## config.mk

```make
export PLATFORM = sky130hd
export DESIGN_NAME = linear_requant
export DESIGN_NICKNAME = d
export VERILOG_FILES = /design/src/rtl/linear_requant_pkg.sv /design/src/rtl/linear_requant_fifo.sv /design/src/rtl/linear_requant.sv
export SDC_FILE = /design/constraint.sdc
export NUM_CORES = 2
export LEC_CHECK = 0
export CORE_MARGIN = 8
export CORE_UTILIZATION = 38
export CTS_CLUSTER_SIZE = 40
export DETAILED_ROUTE_END_ITERATION = 10
export GPL_ROUTABILITY_DRIVEN = 0
export PLACE_DENSITY = 0.55
export SLEW_MARGIN = 20
export SYNTH_ARGS = -nofsm -noshare
export SYNTH_HDL_FRONTEND = slang
export SYNTH_HIERARCHICAL = 1
export SYNTH_SLANG_ARGS = --single-unit
export TNS_END_PERCENT = 1
```

## constraint.sdc

```tcl
create_clock -name clk -period 11.7 [get_ports clk]
set_input_delay 2.925 -clock clk [delete_from_list [all_inputs] [get_ports clk]]
set_output_delay 2.925 -clock clk [all_outputs]
set_load 0.005 [all_outputs]
```

## src/rtl/linear_requant_pkg.sv

```systemverilog
// Shared definitions for the linear requantisation stage: default widths,
// int8 limits, the output saturation helper and the neuron index width helper.
package linear_pkg;

    localparam int ACC_WIDTH_DEFAULT  = 32;
    localparam int DATA_WIDTH_DEFAULT = 8;
    localparam int INT8_MAX           = 127;
    localparam int INT8_MIN           = -128;

    // Width of the working value handed to saturate(); the widest
    // intermediate in the datapath must fit inside it.
    localparam int SAT_WIDTH = 64;

    // Number of bits needed to index n entries, never less than one.
    function automatic int idx_width(input int n);
        return (n > 1) ? $clog2(n) : 1;
    endfunction

    // Clamp a signed value to the range of a signed integer of the given width.
    function automatic logic signed [SAT_WIDTH-1:0] saturate(
        input logic signed [SAT_WIDTH-1:0] value,
        input int                          width
    );
        logic signed [SAT_WIDTH-1:0] max_v;
        logic signed [SAT_WIDTH-1:0] min_v;
        max_v = (64'sd1 <<< (width - 1)) - 64'sd1;
        min_v = -max_v - 64'sd1;
        if (value > max_v) begin
            return max_v;
        end else if (value < min_v) begin
            return min_v;
        end
        return value;
    endfunction

endpackage

```

## src/rtl/linear_requant_fifo.sv

```systemverilog
// First-word-fall-through synchronous FIFO. The head entry is visible on
// rd_data whenever the FIFO is not empty; a push into a full FIFO succeeds
// only when a pop happens in the same cycle.
module sync_fifo
    import linear_pkg::*;
#(
    parameter int WIDTH = 8,
    parameter int DEPTH = 4
) (
    input  logic             clk,
    input  logic             rst_n,
    input  logic             push,
    input  logic [WIDTH-1:0] push_data,
    input  logic             pop,
    output logic [WIDTH-1:0] rd_data,
    output logic             full,
    output logic             empty
);

    localparam int PTR_W = idx_width(DEPTH);

    logic [WIDTH-1:0] mem [DEPTH];
    logic [PTR_W-1:0] wr_ptr;
    logic [PTR_W-1:0] rd_ptr;
    logic [PTR_W:0]   count;
    logic             pop_ok;
    logic             push_ok;

    assign empty   = (count == '0);
    assign full    = (count == (PTR_W + 1)'(DEPTH));
    assign pop_ok  = pop && !empty;
    assign push_ok = push && (!full || pop_ok);

    // Empty FIFO presents zeros so the consumer never sees stale payload.
    assign rd_data = empty ? '0 : mem[rd_ptr];

    // Storage is not reset; only entries between the pointers are ever read.
    always_ff @(posedge clk) begin
        if (push_ok) begin
            mem[wr_ptr] <= push_data;
        end
    end

    // Pointer and occupancy bookkeeping; simultaneous push and pop keep count.
    always_ff @(posedge clk or negedge rst_n) begin
        if (!rst_n) begin
            wr_ptr <= '0;
            rd_ptr <= '0;
            count  <= '0;
        end else begin
            if (push_ok) begin
                wr_ptr <= wr_ptr + 1'b1;
            end
            if (pop_ok) begin
                rd_ptr <= rd_ptr + 1'b1;
            end
            case ({push_ok, pop_ok})
                2'b10:   count <= count + 1'b1;
                2'b01:   count <= count - 1'b1;
                default: count <= count;
            endcase
        end
    end

endmodule

```

## src/rtl/linear_requant.sv

```systemverilog
// Requantisation stage after the int8 linear layer: bias add, fixed-point
// scale with round-half-up shift, optional ReLU, int8 saturation, and an
// output FIFO with a valid/ready handshake.
module linear_requant
    import linear_pkg::*;
#(
    parameter int ACC_WIDTH   = ACC_WIDTH_DEFAULT,
    parameter int DATA_WIDTH  = DATA_WIDTH_DEFAULT,
    parameter int NUM_NEURONS = 64,
    parameter int MULT_WIDTH  = 16,
    parameter int SHIFT_WIDTH = 5,
    parameter int FIFO_DEPTH  = 4
) (
    input  logic                                  clk,
    input  logic                                  rst_n,
    input  logic                                  valid_in,
    input  logic signed [ACC_WIDTH-1:0]           acc_in,
    input  logic                                  bias_wr_en,
    input  logic [idx_width(NUM_NEURONS)-1:0]     bias_wr_addr,
    input  logic signed [ACC_WIDTH-1:0]           bias_wr_data,
    input  logic [MULT_WIDTH-1:0]                 scale_mult,
    input  logic [SHIFT_WIDTH-1:0]                scale_shift,
    input  logic                                  relu_en,
    input  logic                                  overflow_clr,
    output logic signed [DATA_WIDTH-1:0]          out_data,
    output logic [idx_width(NUM_NEURONS)-1:0]     out_idx,
    output logic                                  out_last,
    output logic                                  out_valid,
    input  logic                                  out_ready,
    output logic                                  overflow
);

    localparam int IDX_W  = idx_width(NUM_NEURONS);
    localparam int SUM_W  = ACC_WIDTH + 1;
    localparam int PROD_W = ACC_WIDTH + MULT_WIDTH + 2;
    localparam int RND_W  = PROD_W + 1;
    localparam int PAY_W  = IDX_W + 1 + DATA_WIDTH;
    localparam logic [IDX_W-1:0] LAST_IDX = IDX_W'(NUM_NEURONS - 1);

    logic signed [ACC_WIDTH-1:0]  bias_mem [NUM_NEURONS];
    logic signed [ACC_WIDTH-1:0]  bias_rd;
    logic [IDX_W-1:0]             cnt;

    logic                         s1_valid;
    logic signed [SUM_W-1:0]      s1_sum;
    logic [IDX_W-1:0]             s1_idx;
    logic                         s2_valid;
    logic signed [PROD_W-1:0]     s2_prod;
    logic [IDX_W-1:0]             s2_idx;
    logic                         s3_valid;
    logic signed [DATA_WIDTH-1:0] s3_data;
    logic [IDX_W-1:0]             s3_idx;
    logic                         s3_last;

    logic signed [SUM_W-1:0]      sum_next;
    logic signed [PROD_W-1:0]     sum_ext;
    logic signed [PROD_W-1:0]     mult_ext;
    logic signed [PROD_W-1:0]     prod_next;
    logic signed [RND_W-1:0]      prod_wide;
    logic signed [RND_W-1:0]      rnd_add;
    logic signed [RND_W-1:0]      rounded;
    logic signed [RND_W-1:0]      relu_val;
    logic signed [DATA_WIDTH-1:0] data_next;

    logic [PAY_W-1:0]             head;
    logic                         fifo_full;
    logic                         fifo_empty;
    logic                         pop;

    // Bias table write port; a read of the same entry in this cycle still sees the old value.
    always_ff @(posedge clk) begin
        if (bias_wr_en && ({1'b0, bias_wr_addr} < (IDX_W + 1)'(NUM_NEURONS))) begin
            bias_mem[bias_wr_addr] <= bias_wr_data;
        end
    end

    // Datapath arithmetic for all three stages, widened so no stage can overflow.
    always_comb begin
        bias_rd   = bias_mem[cnt];
        sum_next  = {acc_in[ACC_WIDTH-1], acc_in} + {bias_rd[ACC_WIDTH-1], bias_rd};

        sum_ext   = {{(PROD_W - SUM_W){s1_sum[SUM_W-1]}}, s1_sum};
        mult_ext  = {{(PROD_W - MULT_WIDTH){1'b0}}, scale_mult};
        prod_next = sum_ext * mult_ext;

        prod_wide = {s2_prod[PROD_W-1], s2_prod};
        rnd_add   = '0;
        if (scale_shift != '0) begin
            rnd_add = RND_W'(1) << (scale_shift - 1'b1);
        end
        rounded   = (prod_wide + rnd_add) >>> scale_shift;

        relu_val  = rounded;
        if (relu_en && rounded[RND_W-1]) begin
            relu_val = '0;
        end
        data_next = DATA_WIDTH'(saturate(SAT_WIDTH'(relu_val), DATA_WIDTH));
    end

    // Stage 1: bias add and neuron tagging; the counter only moves on accepted inputs.
    always_ff @(posedge clk or negedge rst_n) begin
        if (!rst_n) begin
            cnt      <= '0;
            s1_valid <= 1'b0;
            s1_sum   <= '0;
            s1_idx   <= '0;
        end else begin
            s1_valid <= valid_in;
            if (valid_in) begin
                s1_sum <= sum_next;
                s1_idx <= cnt;
                cnt    <= (cnt == LAST_IDX) ? '0 : cnt + 1'b1;
            end
        end
    end

    // Stage 2: scale multiply with the unsigned multiplier treated as positive.
    always_ff @(posedge clk or negedge rst_n) begin
        if (!rst_n) begin
            s2_valid <= 1'b0;
            s2_prod  <= '0;
            s2_idx   <= '0;
        end else begin
            s2_valid <= s1_valid;
            if (s1_valid) begin
                s2_prod <= prod_next;
                s2_idx  <= s1_idx;
            end
        end
    end

    // Stage 3: rounding shift, ReLU and saturation into the FIFO payload.
    always_ff @(posedge clk or negedge rst_n) begin
        if (!rst_n) begin
            s3_valid <= 1'b0;
            s3_data  <= '0;
            s3_idx   <= '0;
            s3_last  <= 1'b0;
        end else begin
            s3_valid <= s2_valid;
            if (s2_valid) begin
                s3_data <= data_next;
                s3_idx  <= s2_idx;
                s3_last <= (s2_idx == LAST_IDX);
            end
        end
    end

    assign out_valid = !fifo_empty;
    assign pop       = out_valid && out_ready;
    assign {out_idx, out_last, out_data} = head;

    // Sticky drop flag; a new drop in the same cycle wins over a clear.
    always_ff @(posedge clk or negedge rst_n) begin
        if (!rst_n) begin
            overflow <= 1'b0;
        end else if (s3_valid && fifo_full && !pop) begin
            overflow <= 1'b1;
        end else if (overflow_clr) begin
            overflow <= 1'b0;
        end
    end

    sync_fifo #(
        .WIDTH (PAY_W),
        .DEPTH (FIFO_DEPTH)
    ) u_fifo (
        .clk       (clk),
        .rst_n     (rst_n),
        .push      (s3_valid),
        .push_data ({s3_idx, s3_last, s3_data}),
        .pop       (pop),
        .rd_data   (head),
        .full      (fifo_full),
        .empty     (fifo_empty)
    );

endmodule
```

After elaboration in Yosys (flattened, before gate mapping)
Memory sizes are Yosys's and may differ from the RTL's.
Index checks and enable logic that the tools add are counted.
{"block": "op_classes", "add_sub_neg": 8, "n_mul": 1, "magnitude_cmp": 2, "eq_ne": 5, "shifts": 2, "n_mux": 16, "reduce_logical": 14}
{"op": "51-bit two-way mux", "n": 2}
{"op": "50-bit by 51-bit adder with 51-bit output", "n": 1}
{"op": "51-bit by 8-bit greater-than comparator with 1-bit output, second input constant", "n": 1}
{"op": "51-bit by 8-bit less-than comparator with 1-bit output, second input constant", "n": 1}
{"op": "1-bit by 5-bit << shifter with 51-bit output, first input constant", "n": 1}
{"op": "51-bit by 5-bit >>> shifter with 51-bit output", "n": 1}
{"op": "33-bit by 17-bit multiplier with 50-bit output", "n": 1}
{"op": "32-bit by 32-bit adder with 33-bit output", "n": 1}
{"op": "8-bit two-way mux", "n": 3}
{"op": "15-bit two-way mux", "n": 1}
{"op": "6-bit == test, second input constant", "n": 2}
{"op": "1-bit two-way mux", "n": 8}
{"op": "6-bit by 1-bit adder with 6-bit output, second input constant", "n": 1}
{"op": "1-bit logical AND", "n": 6}
{"op": "6-bit two-way mux", "n": 1}
{"op": "3-bit case mux with 2 select lines", "n": 1}
{"op": "5-bit nonzero test", "n": 1}
{"op": "5-bit by 1-bit subtractor with 5-bit output, second input constant", "n": 1}
{"op": "2-bit by 1-bit adder with 2-bit output, second input constant", "n": 2}
{"op": "2-bit nonzero test", "n": 2}
{"op": "3-bit by 1-bit adder with 3-bit output, second input constant", "n": 1}
{"op": "3-bit == test, second input constant", "n": 1}
{"op": "1-bit zero test", "n": 3}
{"op": "3-bit zero test", "n": 1}
{"op": "other kinds (4)", "n": 4}
{"block": "totals", "register_bits": 127, "ram_bits": 2108, "word_cells": 65, "n_memories": 2}
{"memory": "bias_mem", "words": 64, "word_bits": 32, "read_ports": 1, "rd_ports_with_merged_regs": 0, "wr": 1, "line": "linear_requant.sv:40", "source": "logic signed [ACC_WIDTH-1:0] bias_mem [NUM_NEURONS];"}
{"memory": "u_fifo.mem", "words": 4, "word_bits": 15, "read_ports": 1, "rd_ports_with_merged_regs": 0, "wr": 1, "line": "linear_requant_fifo.sv:22", "source": "logic [WIDTH-1:0] mem [DEPTH];"}

Depth between registers and ports, before layout
{"block": "depth", "word_depth": 11, "mapped_depth": 29, "depth_no_buf": 29}

Modules after synthesis
Netlist, hierarchy kept.
{"module": "linear_requant", "n_inst": 1, "cells_each": 6592, "area_per_inst_um2": 108550.4, "seq_area_each_um2": 64501.9}
{"module": "sync_fifo", "n_inst": 1, "cells_each": 147, "area_per_inst_um2": 2778.9, "seq_area_each_um2": 1976.9}

Worst setup path after synthesis
OpenSTA, ideal clock, no wires.
{"block": "synth_path", "path_kind": "input -> register", "start": "in scale_mult[2]", "end": "reg s2_prod[48]", "arrival_time_ps": 9420, "slack_ps": 2156, "stages": 28, "path_buffers": 1, "cell_sequence": "clkbuf_1 nand2_1 fa_1 inv_1 fa_1 inv_1 fa_1 inv_1 fa_1 inv_1 fa_1 inv_1 fa_1 ha_1 o211ai_1 or2_2 a211oi_1 nor3_1 o31ai_1 a221oi_1 o21a_1 o211ai_1 nand3_1 a21oi_1 or3_1 a41oi_1 xnor2_1 mux2_2"}
{"block": "synth_between", "elab_chain_len": 1}
{"item": "start, declared", "line": "linear_requant.sv:21", "source": "input logic [MULT_WIDTH-1:0] scale_mult,"}
{"item": "33-bit by 17-bit multiplier with 50-bit output", "line": "linear_requant.sv:84", "source": "prod_next = sum_ext * mult_ext;"}
{"item": "end signal, assigned", "line": "linear_requant.sv:126", "source": "s2_prod <= prod_next;"}
{"item": "end, declared", "line": "linear_requant.sv:48", "source": "logic signed [PROD_W-1:0] s2_prod;"}
No other way between the ends.
A chain may end at the register's enable or synchronous reset.

Worst setup path after layout
{"block": "layout_path", "start": "in scale_mult[4]", "end": "reg s2_prod[45]"}
The elaborated chain is that of the path after synthesis.

==> impl_results.rst <==
.. list-table::
   :header-rows: 1

   * - Metric
     - Value
   * - Outcome
     - completed
   * - Vias in the first global route
     - 64.3k
   * - Tot GR Track Use
     - 0.197
   * - Worst skew pair latency
     - 920 ps
   * - Slowest library cell on the worst path
     - clkdlybuf4s50_1
   * - Layout Skew
     - 61.8 ps
   * - Most common cell type on the critical path
     - fa_1
   * - Final routed DRC violation total
     - 0
   * - Most common cell after layout, fill and taps aside
     - edfxtp_1
   * - Setup bufs post-CTS
     - 0
   * - Unrepaired setup endpoints after global routing
     - no
   * - Crit path required time
     - 12460 ps
   * - Via count
     - 61.4k
   * - # nets final
     - 7696
   * - Mean Syn Cell Area
     - 16.5 sq um
   * - Post-detailed-route count of antenna-violating nets
     - 0
   * - Routed via count divided by cell count
     - 5.58
   * - Hold Slack
     - 504 ps
   * - Minimum clock period after layout
     - 10220 ps
   * - Class of the tightest hold or removal check
     - reg -> reg
   * - Warnings from Yosys
     - 6
   * - Area of the die
     - 311000 sq um
   * - Period utilization
     - 0.873
   * - Primary FF master, synth
     - edfxtp_1
   * - Fraction of final layout cells sized beyond drive strength 1
     - 0.206
   * - Crit-path max cell delay
     - 790 ps
   * - Total detailed-routing wirelength
     - 308 mm
   * - Placeable core region
     - 291000 sq um
   * - Total grt overflow
     - 0
   * - Number of failing hold endpoints at the final stage
     - 0
   * - Average wire length per cell after detail routing
     - 28.0 um
   * - Number of buffers inserted during clock tree synthesis
     - 232
   * - Drt first pass iters
     - 8
   * - Worst setup SP type
     - input pin
   * - CTS tree
     - done
   * - Achievable frequency
     - 97.9 MHz
   * - Number of antenna violations at the first check in global routing
     - 24
   * - Post-synth net total
     - 7531
   * - Hold Buf Count CTS
     - 0
   * - Setup crit start
     - scale_mult[4]
   * - Class of the most critical setup path
     - in -> reg
   * - Instance count of the mapped netlist
     - 6739
   * - Iter 0 DRT Violations
     - 6166
   * - Mapped Area
     - 111000 sq um
   * - Number of sinks handled by clock tree synthesis
     - 2235
   * - Worst reg2reg startpoint
     - cnt[0]
   * - Slew at the pin closest to its max-slew limit
     - 1100 ps
   * - Largest net degree at the start of global routing
     - 88
   * - Placed wire-length estimate after detailed placement
     - 196 mm
   * - Hold wc startpoint
     - s1_sum[11]
   * - Async set or reset register ratio after synthesis
     - 0.0568
   * - Layout-stage area growth over the synthesis result
     - 12.6%
   * - Number of failing setup endpoints in the final timing report
     - 0
   * - Number of violations of the max-capacitance limit
     - 0
   * - Effective utilization at floorplan
     - 0.382
   * - Reg2reg path depth
     - 19
   * - CP endpoint kind
     - register
   * - Arrival time at the worst endpoint
     - 10970 ps
   * - Final sum of negative setup slack
     - 0 ps
   * - Core utilization of the finished layout
     - 0.430
   * - Clock transition at path regs
     - 70 ps
   * - Sequential element share of the synthesized area
     - 0.597
   * - CTS H-tree lvls
     - 4
   * - Maximum root-to-sink buffer count
     - 4
   * - Global-route wire length before repair
     - 452 mm
   * - CP max FO
     - 13
   * - Overall die width
     - 557 um
   * - Root Driver
     - clkbuf_16
   * - Max-slew violations
     - 0
   * - Chip Height
     - 557 um
   * - Number of top-level pins
     - 115
   * - Slew HR
     - 0.265
   * - Number of flip-flops and latches in the synthesized netlist
     - 2235
   * - Number of different library cells in the post-synthesis netlist
     - 107
   * - IO Port Bufs
     - 114
   * - Number of enable flip-flop cells after synthesis
     - 2108
   * - Commonest cells after routing, fill and taps aside
     - edfxtp_1 (2108), mux4_2 (702), inv_1 (603)
   * - Number of gates given a new drive strength after cts
     - 0
   * - # rows
     - 198
   * - Min-Delay Path Depth
     - 1
-- cell usage after synthesis, drive strengths merged (33+ instances only) --
master / instances / share of area
mux2i: 40 / 0.0036
buf: 87 / 0.0035
nor3: 64 / 0.0031
edfxtp: 2108 / 0.57
mux4: 702 / 0.14
a21oi: 155 / 0.0070
o21ai: 105 / 0.0048
and2: 226 / 0.013
dfrtp: 127 / 0.029
a211oi: 37 / 0.0025
clkbuf: 262 / 0.0088
nand2: 507 / 0.017
inv: 604 / 0.020
nor2: 242 / 0.0082
nor2b: 33 / 0.0019
xor2: 38 / 0.0030
nand3: 54 / 0.0025
xnor2: 85 / 0.0068
nand4: 43 / 0.0024
ha: 188 / 0.021
fa: 506 / 0.091
mux2: 91 / 0.0092
-- final timing paths --
path | endpoint | slack, ps
setup / recovery | s2_prod[45] | 1480
hold / removal | s1_sum[11] | 500
setup reg to reg | s1_sum[28] | 3230
hold reg to reg | s1_sum[11] | 500
max in group asynchronous | cnt[3] | 8090
min in group asynchronous | s1_sum[4] | 2160
-- per-stage QoR --
| stage | setup WS [ps] | cells | cell area (sq um) |
|---|---|---|---|
| 2_1_floorplan | 2160 | 6739 | 111000 |
| 3_3_place_gp | 715 | 10600 | 118000 |
| 3_5_place_dp | 701 | 10600 | 118000 |
| 4_1_cts | 1570 | 11000 | 125000 |
| 5_1_grt | 1090 | 11000 | 125000 |
| 6_report | 1480 | 11000 | 125000 |
-- logic make-up after synthesis --
logic type	count (synthesis)	share of synthesized area
other cells	1	0.0000337
compound gates	592	0.0370
fa+ha+maj	694	0.112
xor+xnor	123	0.00974
simple gates	1307	0.0565
flops	2235	0.597
buf+inv	954	0.0327
mux	833	0.155
-- state kept, by name, summed over array words and instances, names as in the netlist, 2 cells and up --
| signal | count |
|---|---|
| u_fifo/rd_ptr | 2 |
| u_fifo/wr_ptr | 2 |
| s3_data | 8 |
| u_fifo/mem | 60 |
| cnt | 6 |
| s2_idx | 6 |
| s3_idx | 6 |
| s1_idx | 6 |
| u_fifo/count | 3 |
| s1_sum | 33 |
| bias_mem | 2048 |
| s2_prod | 50 |
-- cell type report --
cell class | instances | area [sq um]
Sequential cell | 2235 | 66500
Clock buffer | 285 | 6070
Tap cell | 3900 | 4880
Clock inverter | 138 | 1450
Antenna cell | 10 | 25.0
Timing Repair Buffer | 280 | 2430
Fill cell | 25700 | 166000
Multi-Input combinational cell | 3550 | 41700
Inverter | 605 | 2270
-- routing by layer --
layer / GRT usage / wire, um / share of wire
met1: 0.271 / 129000 / 0.42
met2: 0.335 / 152000 / 0.50
met3: 0.0261 / 18900 / 0.062
met4: 0.0430 / 7060 / 0.023
met5: 0 / 40 / 0.00013
-- worst max-delay path: cells and delay by family --
kind / cells / cell delay, ps
mux: 1 / 270
compound gates: 8 / 2170
buf+inv: 6 / 1480
fa+ha+maj: 7 / 3340
simple gates: 4 / 680
xor+xnor: 1 / 100
Power is left out: the tool's default activity adds up to more than one toggle a clock period on the data nets, which glitch-free logic cannot reach.
